--- src/rtl/irq_ctrl.sv ---
// Interrupt sequencer: syncs DMA/WDT lines, qualifies with CSR enables, sequences trap entry/exit.
// Latency: irq edge to *_en strobe = SYNC_STAGES+1 cycles; strobes are Moore outputs of TRAP/RETURN.
// Backpressure: AXI_stall freezes FSM, counter and sync chain; outputs hold their current value.
module irq_ctrl #(
  parameter int SYNC_STAGES = 2,
  parameter int CNT_W       = 16
) (
  input  logic             clk,
  input  logic             rst,
  input  logic             irq_dma,
  input  logic             irq_wdt,
  input  logic             mie_in,
  input  logic             meie_in,
  input  logic             mtie_in,
  input  logic [31:0]      inst_E,
  input  logic             AXI_stall,
  output logic             MEIP_en,
  output logic             MTIP_en,
  output logic             MEIP_end,
  output logic             MTIP_end,
  output logic             WFI_out,
  output logic             flush,
  output logic             in_handler,
  output logic [CNT_W-1:0] trap_cnt
);

  localparam logic [31:0] WFI_INST  = 32'h1050_0073;
  localparam logic [31:0] MRET_INST = 32'h3020_0073;

  typedef enum logic [2:0] {
    S_IDLE,
    S_WFI,
    S_TRAP,
    S_HANDLER,
    S_RETURN
  } state_t;

  state_t state, state_n;
  logic   cause_r, cause_n;     // 1 = external (DMA), 0 = timer (WDT)
  logic   wfi_hold, wfi_hold_n; // trap was entered from WFI_WAIT
  logic   cnt_inc;
  logic   dma_s, wdt_s;

  generate
    if (SYNC_STAGES == 0) begin : g_nosync
      assign dma_s = irq_dma;
      assign wdt_s = irq_wdt;
    end else begin : g_sync
      logic [SYNC_STAGES-1:0] dma_ff, wdt_ff;
      always_ff @(posedge clk) begin
        if (rst) begin
          dma_ff <= '0;
          wdt_ff <= '0;
        end else if (!AXI_stall) begin
          dma_ff[0] <= irq_dma;
          wdt_ff[0] <= irq_wdt;
          for (int i = 1; i < SYNC_STAGES; i++) begin
            dma_ff[i] <= dma_ff[i-1];
            wdt_ff[i] <= wdt_ff[i-1];
          end
        end
      end
      assign dma_s = dma_ff[SYNC_STAGES-1];
      assign wdt_s = wdt_ff[SYNC_STAGES-1];
    end
  endgenerate

  logic ext_q, tmr_q, take, is_wfi, is_mret;
  assign ext_q   = meie_in & dma_s;
  assign tmr_q   = mtie_in & wdt_s;
  assign take    = mie_in & (ext_q | tmr_q);
  assign is_wfi  = (inst_E == WFI_INST);
  assign is_mret = (inst_E == MRET_INST);

  always_ff @(posedge clk) begin
    if (rst) begin
      state    <= S_IDLE;
      cause_r  <= 1'b0;
      wfi_hold <= 1'b0;
      trap_cnt <= '0;
    end else if (!AXI_stall) begin
      state    <= state_n;
      cause_r  <= cause_n;
      wfi_hold <= wfi_hold_n;
      if (cnt_inc && (trap_cnt != {CNT_W{1'b1}}))
        trap_cnt <= trap_cnt + CNT_W'(1);
    end
  end

  always_comb begin
    state_n    = state;
    cause_n    = cause_r;
    wfi_hold_n = wfi_hold;
    cnt_inc    = 1'b0;
    MEIP_en    = 1'b0;
    MTIP_en    = 1'b0;
    MEIP_end   = 1'b0;
    MTIP_end   = 1'b0;
    WFI_out    = 1'b0;
    flush      = 1'b0;
    in_handler = 1'b0;
    case (state)
      S_IDLE: begin
        if (take) begin
          state_n    = S_TRAP;
          cause_n    = ext_q;
          wfi_hold_n = 1'b0;
        end else if (is_wfi) begin
          state_n = S_WFI;
        end
      end
      S_WFI: begin
        WFI_out = 1'b1;
        if (take) begin
          state_n    = S_TRAP;
          cause_n    = ext_q;
          wfi_hold_n = 1'b1;
        end else if (ext_q | tmr_q) begin
          // pending but globally masked: wake without trapping
          state_n = S_IDLE;
        end
      end
      S_TRAP: begin
        MEIP_en    = cause_r;
        MTIP_en    = !cause_r;
        flush      = 1'b1;
        in_handler = 1'b1;
        WFI_out    = wfi_hold;
        cnt_inc    = 1'b1;
        state_n    = S_HANDLER;
      end
      S_HANDLER: begin
        in_handler = 1'b1;
        if (is_mret) state_n = S_RETURN;
      end
      S_RETURN: begin
        MEIP_end   = cause_r;
        MTIP_end   = !cause_r;
        flush      = 1'b1;
        in_handler = 1'b1;
        state_n    = S_IDLE;
      end
      default: state_n = S_IDLE;
    endcase
  end

endmodule

--- config.mk ---
export PLATFORM = sky130hd
export DESIGN_NAME = irq_ctrl
export DESIGN_NICKNAME = d
export VERILOG_FILES = /design/src/rtl/irq_ctrl.sv
export SDC_FILE = /design/constraint.sdc
export NUM_CORES = 1
export LEC_CHECK = 0
export CELL_PAD_IN_SITES_DETAIL_PLACEMENT = 0
export CELL_PAD_IN_SITES_GLOBAL_PLACEMENT = 2
export CORE_UTILIZATION = 22
export CTS_CLUSTER_DIAMETER = 50
export DETAILED_ROUTE_END_ITERATION = 8
export PLACE_DENSITY_LB_ADDON = 0.15
export SLEW_MARGIN = 10
export SYNTH_ARGS = -nofsm -noshare
export SYNTH_HDL_FRONTEND = slang
export SYNTH_SLANG_ARGS = --single-unit
--- constraint.sdc ---
create_clock -name clk -period 2.6 [get_ports clk]
set_input_delay 0.39 -clock clk [delete_from_list [all_inputs] [get_ports clk]]
set_output_delay 0.39 -clock clk [all_outputs]
set_load 0.01 [all_outputs]
==> out/metrics.csv <==
metric;value;unit
run_status;complete, no violations;
num_rows;28;
ys_seq_area_share;37.1;%
synth_cell_types;35;
dieArea;0.00644;mm²
die_h;80.3;µm
crit_arrival;2.46;ns
p_total;721;µW
grt_pass1_vias;1516;
finalHoldViolations;0;
power_frac_comb;13.2;%
max_clock_freq;436;MHz
path_clk_slew;0.09;ns
async_flop_share;0;%
layout_commonest_cell;clkdlybuf4s50_1;
grt_max_degree;19;
gp_congestion;0.815;
grt_pass1_wl;6760;µm
min_path_type;flip-flop to flip-flop;
holdWs;0.502;ns
crit_fanout;3;
pin_count;63;
p_switching;161;µW
powerDensity;344;mW/mm²
relSlewSlack;62.3;%
synth_fa_ha_area_share;0.929;%
syn-num-nets;207;
cts_buffers;3;
post_cts_buffers;0;
cts_tree;yes;
rsz0062_at_grt;no;
die_w;80.3;µm
swShare;22.3;%
gr-usage-all-layers;13.4;%
ys_seq_elements;25;
synth_simple_gate_area_share;35.3;%
fillCellCount;623;
critPathCaptureType;flip-flop;
synth_xor_area_share;8.45;%
synth_edf_count;0;
ys.warnings.count;0;
placedCellCount;297;
cts_root_buffer;clkbuf_8;
cts_resized;0;
netlist_area;0.00135;mm²
seqPwrFrac;53.8;%
p_leak;0.000704;µW
clockBufferDepth;2;
area_delta_synth_final;55.8;%
utilization;35.5;%
p_int;561;µW
vias_per_cell;4.69;
drive_gt1_share;3.98;%
fin_nets;268;
vias;1412;
antenna_found_initial;0;
setup_viol;0;
drv_slew;0;
drtIter0Drc;51;
most-common-layout-cells;clkdlybuf4s50_1 (62), nor2_1 (29), dfxtp_1 (25);
worstMarginPinSlew;0.564;ns
dp_hpwl;3210;µm
synth_compound_area_share;9.01;%
start_util;22.8;%
place_area;0.00205;mm²
post-route-period-util;88.2;%
insertion_delay;0.27;ns
clkSinkCount;25;
portBuffers;62;
synth_top_family_by_area;simple AND/OR/NAND/NOR gates;
p_clk_share;33.0;%
critPathKind;input pin to flip-flop;
min_period;2.29;ns
design_area;0.00210;mm²
post_drt_wl_per_cell;13.8;µm
finClkSkew;0.00212;ns
ir_worst_vdd;0.000163;V
cts_hold_buf;0;
ys.flop_type;dfxtp_1;
ant_nets;0;
firstDrtPassIters;4;
htreeDepth;1;
route.detailed.drc;0;
num_antenna_cells;0;
wl;4150;µm
cp.required;2.76;ns
syn_inst;166;
grt_overflow_total;0;
max-cap-violations;0;
layout.cells.non_filler;301;
coreArea;0.00592;mm²
avgSynthCellArea;8.12;µm²
crit_path_start_kind;input pin;
muxShareOfSynthArea;5.57;%
==> per-stage QoR <==
| stage | setup TNS [ns] | worst slack, ns |
|---|---|---|
| after floorplan | 0 | 0.590 |
| after global placement | 0 | 0.0447 |
| after detailed placement | -0.00257 | -0.00257 |
| after CTS | 0 | 0.296 |
| after global routing | 0 | 0.182 |
| final | 0 | 0.306 |
==> synth_stat cells, drive strengths merged, types with 5 or more instances <==
cell	count	area (µm²)
nor2	29	109
clkbuf	9	33.8
a21oi	6	30.0
nand3	6	30.0
nand2	12	45.0
xnor2	13	114
nor3	10	50.1
mux2i	6	60.1
dfxtp	25	500
nor4	5	31.3
==> state kept, by name, summed over array words and instances (netlist names) <==
signal and cells:
g_sync.wdt_ff 2, cause_r 1, trap_cnt 16, wfi_hold 1, g_sync.dma_ff 2, state 3
==> layer usage <==
metal  wire, µm  track usage (%)
met5          0                0
met4         57             4.82
met3        299             2.39
met2       2000             25.0
met1       1790             15.1
==> worst max-delay path: stages <==
cell and delay, ns:
clkdlybuf4s50_1 0.39, or4_1 0.52, nor4_1 0.31, nand4_1 0.20, a211o_1 0.34, mux2_4 0.31
==> cell families (layout without fill, tap and decap cells) <==
| logic type | after synthesis | in the layout |
|---|---|---|
| AOI/OAI and AO/OA | 19 | 19 |
| xor gates and xnor gates | 13 | 13 |
| adders and majority gates | 1 | 1 |
| buffers and inverters | 13 | 73 |
| DFF | 25 | 25 |
| muxes | 7 | 7 |
| and+or+nand+nor | 88 | 88 |
==> area by class of cell <==
cell class / instances / area (µm²) / area share, %
multi-input combinational: 128 / 798 / 38.0
timing repair buffer: 65 / 643 / 30.6
sequential: 25 / 500 / 23.8
tap: 75 / 93.8 / 4.47
clock buffer: 3 / 41.3 / 1.97
inverter: 4 / 15.0 / 0.715
clock inverter: 1 / 7.51 / 0.358
==> power groups by stage <==
stage / registers [µW] / logic [µW] / clock network, µW
floorplan: 396 / 26.0 / 0
global placement: 397 / 93.1 / 0
detailed placement: 397 / 95.0 / 0
CTS: 389 / 95.8 / 250
global route: 389 / 103 / 262
finish: 388 / 94.9 / 238
==> final timing paths <==
kind                    startpoint          endpoint  slack [ns]  depth (start not counted)
setup / recovery         inst_E[9]          state[0]        0.31                          6
hold reg to reg   g_sync.wdt_ff[0]  g_sync.wdt_ff[0]        0.50                          2
hold / removal    g_sync.wdt_ff[0]  g_sync.wdt_ff[0]        0.50                          2
setup reg to reg       trap_cnt[0]       trap_cnt[3]        0.65                          6
Note: power is estimated with default switching activity, not from simulation.
